--- src/rtl/mining_pkg.sv ---
// Shared constants for the mining datapath blocks.
package mining_pkg;

  localparam logic MODO_CASUALE     = 1'b0;
  localparam logic MODO_SEQUENZIALE = 1'b1;

endpackage

--- src/rtl/ram_dp.sv ---
// Simple dual-port RAM: one write port, one registered read port, read-before-write.
module ram_dp #(
  parameter  int DATA_WIDTH = 8,
  parameter  int DATA_DEPTH = 512,
  localparam int ADDR_WIDTH = $clog2(DATA_DEPTH)
) (
  input  logic                  clk,
  input  logic                  rst_n_i,
  input  logic                  wr_en_i,
  input  logic [ADDR_WIDTH-1:0] wr_addr_i,
  input  logic [DATA_WIDTH-1:0] wr_data_i,
  input  logic                  rd_en_i,
  input  logic [ADDR_WIDTH-1:0] rd_addr_i,
  output logic [DATA_WIDTH-1:0] rd_data_o
);

  logic [DATA_WIDTH-1:0] mem_q [DATA_DEPTH];
  logic [DATA_WIDTH-1:0] rd_data_q;

  always_ff @(posedge clk) begin
    if (wr_en_i) begin
      mem_q[wr_addr_i] <= wr_data_i;
    end
  end

  // Output register only: reset clears it, a disabled read holds the last word.
  always_ff @(posedge clk) begin
    if (!rst_n_i) begin
      rd_data_q <= '0;
    end else if (rd_en_i) begin
      rd_data_q <= mem_q[rd_addr_i];
    end
  end

  assign rd_data_o = rd_data_q;

endmodule

--- src/rtl/memoria_parametrica.sv ---
// Message buffer feeding the SHA scheduler: random-access or sequential (FIFO-like)
// access over a dual-port RAM, with occupancy count, read-valid and sticky end flags.
module memoria_parametrica
  import mining_pkg::*;
#(
  parameter  int DATA_WIDTH = 8,
  parameter  int DATA_DEPTH = 512,
  localparam int ADDR_WIDTH = $clog2(DATA_DEPTH)
) (
  input  logic                  clk,
  input  logic                  reset,
  input  logic                  modo,
  input  logic                  clear,
  input  logic                  we,
  input  logic                  re,
  input  logic [ADDR_WIDTH-1:0] indirizzo_write,
  input  logic [ADDR_WIDTH-1:0] indirizzo_read,
  input  logic [DATA_WIDTH-1:0] dati,
  output logic [DATA_WIDTH-1:0] out_mem,
  output logic                  out_valid,
  output logic [ADDR_WIDTH:0]   conteggio,
  output logic                  fine_scrittura,
  output logic                  fine_lettura
);

  localparam logic [ADDR_WIDTH:0]   FULL = (ADDR_WIDTH+1)'(DATA_DEPTH);
  localparam logic [ADDR_WIDTH-1:0] LAST = ADDR_WIDTH'(DATA_DEPTH - 1);

  logic [ADDR_WIDTH-1:0] wr_ptr_q, wr_ptr_d;
  logic [ADDR_WIDTH-1:0] rd_ptr_q, rd_ptr_d;
  logic [ADDR_WIDTH:0]   count_q, count_d;
  logic                  fine_w_q, fine_w_d;
  logic                  fine_r_q, fine_r_d;
  logic                  valid_q, valid_d;

  logic                  seq;
  logic                  wr_acc;
  logic                  rd_acc;
  logic [ADDR_WIDTH-1:0] wr_addr;
  logic [ADDR_WIDTH-1:0] rd_addr;

  assign seq     = (modo == MODO_SEQUENZIALE);
  assign wr_addr = seq ? wr_ptr_q : indirizzo_write;
  assign rd_addr = seq ? rd_ptr_q : indirizzo_read;

  // Reset and clear both suppress every access in their cycle. A sequential read
  // only sees words already counted, so a same-cycle write cannot feed it.
  always_comb begin
    wr_acc = 1'b0;
    rd_acc = 1'b0;
    if (reset && !clear) begin
      if (seq) begin
        wr_acc = we && (count_q < FULL) && !fine_w_q;
        rd_acc = re && (count_q != '0);
      end else begin
        wr_acc = we;
        rd_acc = re;
      end
    end
  end

  always_comb begin
    wr_ptr_d = wr_ptr_q;
    rd_ptr_d = rd_ptr_q;
    count_d  = count_q;
    fine_w_d = fine_w_q;
    fine_r_d = fine_r_q;
    valid_d  = rd_acc;
    if (clear) begin
      wr_ptr_d = '0;
      rd_ptr_d = '0;
      count_d  = '0;
      fine_w_d = 1'b0;
      fine_r_d = 1'b0;
      valid_d  = 1'b0;
    end else begin
      if (wr_acc && (wr_addr == LAST)) fine_w_d = 1'b1;
      if (rd_acc && (rd_addr == LAST)) fine_r_d = 1'b1;
      if (seq) begin
        if (wr_acc) wr_ptr_d = wr_ptr_q + 1'b1;
        if (rd_acc) rd_ptr_d = rd_ptr_q + 1'b1;
        case ({wr_acc, rd_acc})
          2'b10:   count_d = count_q + 1'b1;
          2'b01:   count_d = count_q - 1'b1;
          default: count_d = count_q;
        endcase
      end
    end
  end

  always_ff @(posedge clk) begin
    if (!reset) begin
      wr_ptr_q <= '0;
      rd_ptr_q <= '0;
      count_q  <= '0;
      fine_w_q <= 1'b0;
      fine_r_q <= 1'b0;
      valid_q  <= 1'b0;
    end else begin
      wr_ptr_q <= wr_ptr_d;
      rd_ptr_q <= rd_ptr_d;
      count_q  <= count_d;
      fine_w_q <= fine_w_d;
      fine_r_q <= fine_r_d;
      valid_q  <= valid_d;
    end
  end

  ram_dp #(
    .DATA_WIDTH(DATA_WIDTH),
    .DATA_DEPTH(DATA_DEPTH)
  ) u_ram (
    .clk      (clk),
    .rst_n_i  (reset),
    .wr_en_i  (wr_acc),
    .wr_addr_i(wr_addr),
    .wr_data_i(dati),
    .rd_en_i  (rd_acc),
    .rd_addr_i(rd_addr),
    .rd_data_o(out_mem)
  );

  assign out_valid      = valid_q;
  assign conteggio      = count_q;
  assign fine_scrittura = fine_w_q;
  assign fine_lettura   = fine_r_q;

endmodule

--- config.mk ---
export PLATFORM = sky130hd
export DESIGN_NAME = memoria_parametrica
export DESIGN_NICKNAME = d
export VERILOG_FILES = /design/src/rtl/mining_pkg.sv /design/src/rtl/ram_dp.sv /design/src/rtl/memoria_parametrica.sv
export SDC_FILE = /design/constraint.sdc
export NUM_CORES = 2
export LEC_CHECK = 0
export CORE_MARGIN = 2
export CORE_UTILIZATION = 40
export CTS_BUF_LIST = sky130_fd_sc_hd__clkbuf_8 sky130_fd_sc_hd__clkbuf_16
export CTS_CLUSTER_SIZE = 10
export DETAILED_ROUTE_END_ITERATION = 10
export PLACE_DENSITY = 0.6
export SYNTH_ARGS = -nofsm -noshare
export SYNTH_HDL_FRONTEND = slang
export SYNTH_SLANG_ARGS = --single-unit
--- constraint.sdc ---
create_clock -name clk -period 6.78 [get_ports clk]
set_input_delay 1.356 -clock clk [delete_from_list [all_inputs] [get_ports clk]]
set_output_delay 1.356 -clock clk [all_outputs]
set_load 0.01 [all_outputs]
==> insert_results.sql <==
INSERT INTO impl_metrics (metric_group, metric, value, unit) VALUES
('clock_tree', 'cts_root_buffer', 'clkbuf_16', ''),
('setup_path', 'rr_startpoint', 'rd_ptr_q[0]', ''),
('die', 'floorplan.die.width', '639', 'microns'),
('synth', 'yosys-mux-area-fraction', '9.80', '%'),
('outcome', 'violations_in_the_final_reports', 'max-capacitance violations', ''),
('die', 'io-pin-count', '53', ''),
('sta', 'setup_tns', '0', 'ns'),
('placement', 'port_buf_inserts', '52', ''),
('sta', 'min_period_over_period', '86.8', '%'),
('power', 'power.density', '288', 'mW/mm^2'),
('power', 'power.leakage', '0.0566', 'uW'),
('die', 'coreArea', '0.402', 'sq mm'),
('global_route', 'antenna_found_initial', '32', ''),
('detailed_routing', 'routed_wire_length_per_instance', '31.2', 'microns'),
('setup_path', 'critical_path_required', '7.64', 'ns'),
('synth', 'yosys.area_share.adder', '0.0388', '%'),
('clock_tree', 'number_of_hold_buffers_added_after_cts', '0', ''),
('clock_tree', 'clk_transition_reported_paths', '0.06', 'ns'),
('setup_path', 'worst_path_maximum_fanout', '41', ''),
('synth', 'ys_warn_count', '0', ''),
('synth', 'synthDominantAreaCellType', 'edfxtp_1', ''),
('clock_tree', 'cts.sink_count', '4135', ''),
('global_route', 'grt_use_total', '22.5', '%'),
('clock_tree', 'setup_fix_bufs_post_cts', '0', ''),
('sta', 'achievable-frequency', '170', 'MHz'),
('sta', 'timing_hold_violations_final', '0', ''),
('synth', 'synth_area_per_cell', '17.2', 'sq um'),
('setup_path', 'startpoint', 'modo', ''),
('sta', 'final.setup_skew', '0.0589', 'ns'),
('die', 'die_height', '639', 'microns'),
('global_route', 'grt_pass1_vias', '89100', ''),
('synth', 'synthesis.area', '0.161', 'sq mm'),
('sta', 'finalSetupViolations', '0', ''),
('synth', 'synth_compound_area_share', '4.63', '%'),
('finish', 'final_net_count', '9632', ''),
('global_route', 'grt_remaining_overflow', '0', ''),
('detailed_routing', 'postRouteAntennaNets', '0', ''),
('flow_run', 'max_cap_violations', '1', ''),
('synth', 'post_synth_edffs', '4096', ''),
('finish', 'num-fill-cells', '33700', ''),
('clock_tree', 'cts_tree', 'built', ''),
('sta', 'grt_setup_unrepaired', 'no', ''),
('setup_path', 'worst-setup-path-type', 'input pin to flip-flop', ''),
('finish', 'layout.area.seq', '0.124', 'sq mm'),
('finish', 'post_route_cells_drive_above_1_share', '15.7', '%'),
('clock_tree', 'tritoncts.num_buffers', '457', ''),
('setup_path', 'rr_endpoint', 'u_ram.rd_data_o[3]', ''),
('power', 'p_int', '41100', 'uW'),
('detailed_routing', 'dr_total_vias', '91200', ''),
('global_route', 'grt_pass1_wl', '663', 'mm'),
('synth', 'synth_ff_type', 'edfxtp_1', ''),
('setup_path', 'critPathCapture', 'u_ram.rd_data_o[3]', ''),
('detailed_routing', 'detail_route.iter0.violations', '12400', ''),
('setup_path', 'reg2reg_slack', '1.45', 'ns'),
('clock_tree', 'worstSkewPairLatency', '0.99', 'ns'),
('global_route', 'pin_count_of_the_biggest_net_entering_global_routing', '181', ''),
('synth', 'synth_top_cells_by_area', 'edfxtp_1, mux4_2, nand2_1', ''),
('clock_tree', 'cts_htree_levels', '5', ''),
('die', 'rows', '233', ''),
('sta', 'drv_slew', '0', ''),
('finish', 'layout.cell_area.non_filler', '0.182', 'sq mm'),
('clock_tree', 'post_cts_resized', '0', ''),
('synth', 'combinational_family_with_the_most_area_after_synthesis', 'multiplexers', ''),
('finish', 'multi_input_area', '0.0351', 'sq mm'),
('power', 'p_seq_share', '53.5', '%'),
('power', 'irDropWorstVdd', '0.240', 'mV'),
('outcome', 'outcome', 'finished, violations left', ''),
('placement', 'placedInstanceArea', '0.170', 'sq mm'),
('setup_path', 'worst-endpoint-arrival', '6.75', 'ns'),
('synth', 'post_synth_and_or_nand_nor_area_fraction', '6.89', '%'),
('synth', 'synthArstFlopShare', '0', '%');
## worst min path at each step
stage	startpoint	endpoint	cells after the start
after floorplan	fine_lettura	fine_lettura	2
after global placement	fine_scrittura	fine_scrittura	2
after detailed placement	conteggio[2]	conteggio[2]	2
after CTS	conteggio[2]	conteggio[2]	2
after global routing	conteggio[2]	conteggio[2]	2
final	conteggio[2]	conteggio[2]	2
## cell usage in the layout, fill, tap and decap left out, types with 131 or more instances in the layout
cell,synthesis,layout
a21oi_1,332,331
buf_4,37,229
edfxtp_1,4096,4096
mux4_2,640,640
inv_1,16,131
nor2_1,592,585
clkbuf_16,0,469
nand2_1,1563,1547
o2111ai_1,141,141
nand3_1,459,453
## power by group through the flow
stage          registers (uW)  clock network [uW]  logic (uW)
2_1_floorplan           28600                   0        1290
3_3_place_gp            28600                   0        2690
3_5_place_dp            28600                   0        2730
4_1_cts                 28100               21900        2740
5_1_grt                 28100               22900        2870
6_report                28100               21700        2760
## critical path, cell delays in order
cell and delay, ns:
buf_4 0.49, mux2_8 0.76, buf_12 0.30, buf_12 0.21
mux4_2 0.51, nand2_1 0.12, a21oi_1 0.10, a221o_1 0.38
a2111oi_0 1.04, buf_4 0.24, a211oi_1 0.08, buf_4 0.19
nor3_1 0.48, buf_4 0.20, o31ai_1 0.07
## routing by layer
layer / track usage (%) / part of all wire [%]
met1: 30.9 / 39
met2: 35.3 / 47
met3: 4.45 / 9.8
met4: 8.98 / 3.9
met5: 0 / 0.017
## per-stage QoR
step | std cells | total power, uW | util (%) | hold WS [ns]
floorplan | 9378 | 29900 | - | 0.477
finish | 15100 | 52600 | 45.4 | 0.515
global placement | 14400 | 31300 | 42.2 | 0.499
global route | 15000 | 53900 | 45.4 | 0.550
detailed placement | 14400 | 31400 | 42.2 | 0.511
CTS | 15000 | 52800 | 45.3 | 0.517
## logic make-up after synthesis
kind of cell	after synthesis
xor gates and xnor gates	23
and+or+nand+nor	2729
AOI/OAI and AO/OA	1071
buffers and inverters	637
adders and majority gates	5
DFF	4135
muxes	778
## area by class of cell
type,instances,area share [%]
multi-input cells,4606,19.3
repair buffers,379,2.32
clock inverters,141,0.419
diodes,19,0.0261
inverters,16,0.0329
clock buffers,470,6.44
flip-flops and latches,4135,67.9
well taps,5287,3.63
## flip-flops by register name (all words and copies together), names as in the netlist
name             flops
conteggio           10
wr_ptr_q             9
fine_lettura         1
fine_scrittura       1
rd_ptr_q             9
u_ram.mem_q       4096
u_ram.rd_data_o      8
out_valid            1
Note: power is estimated with default switching activity, not from simulation.
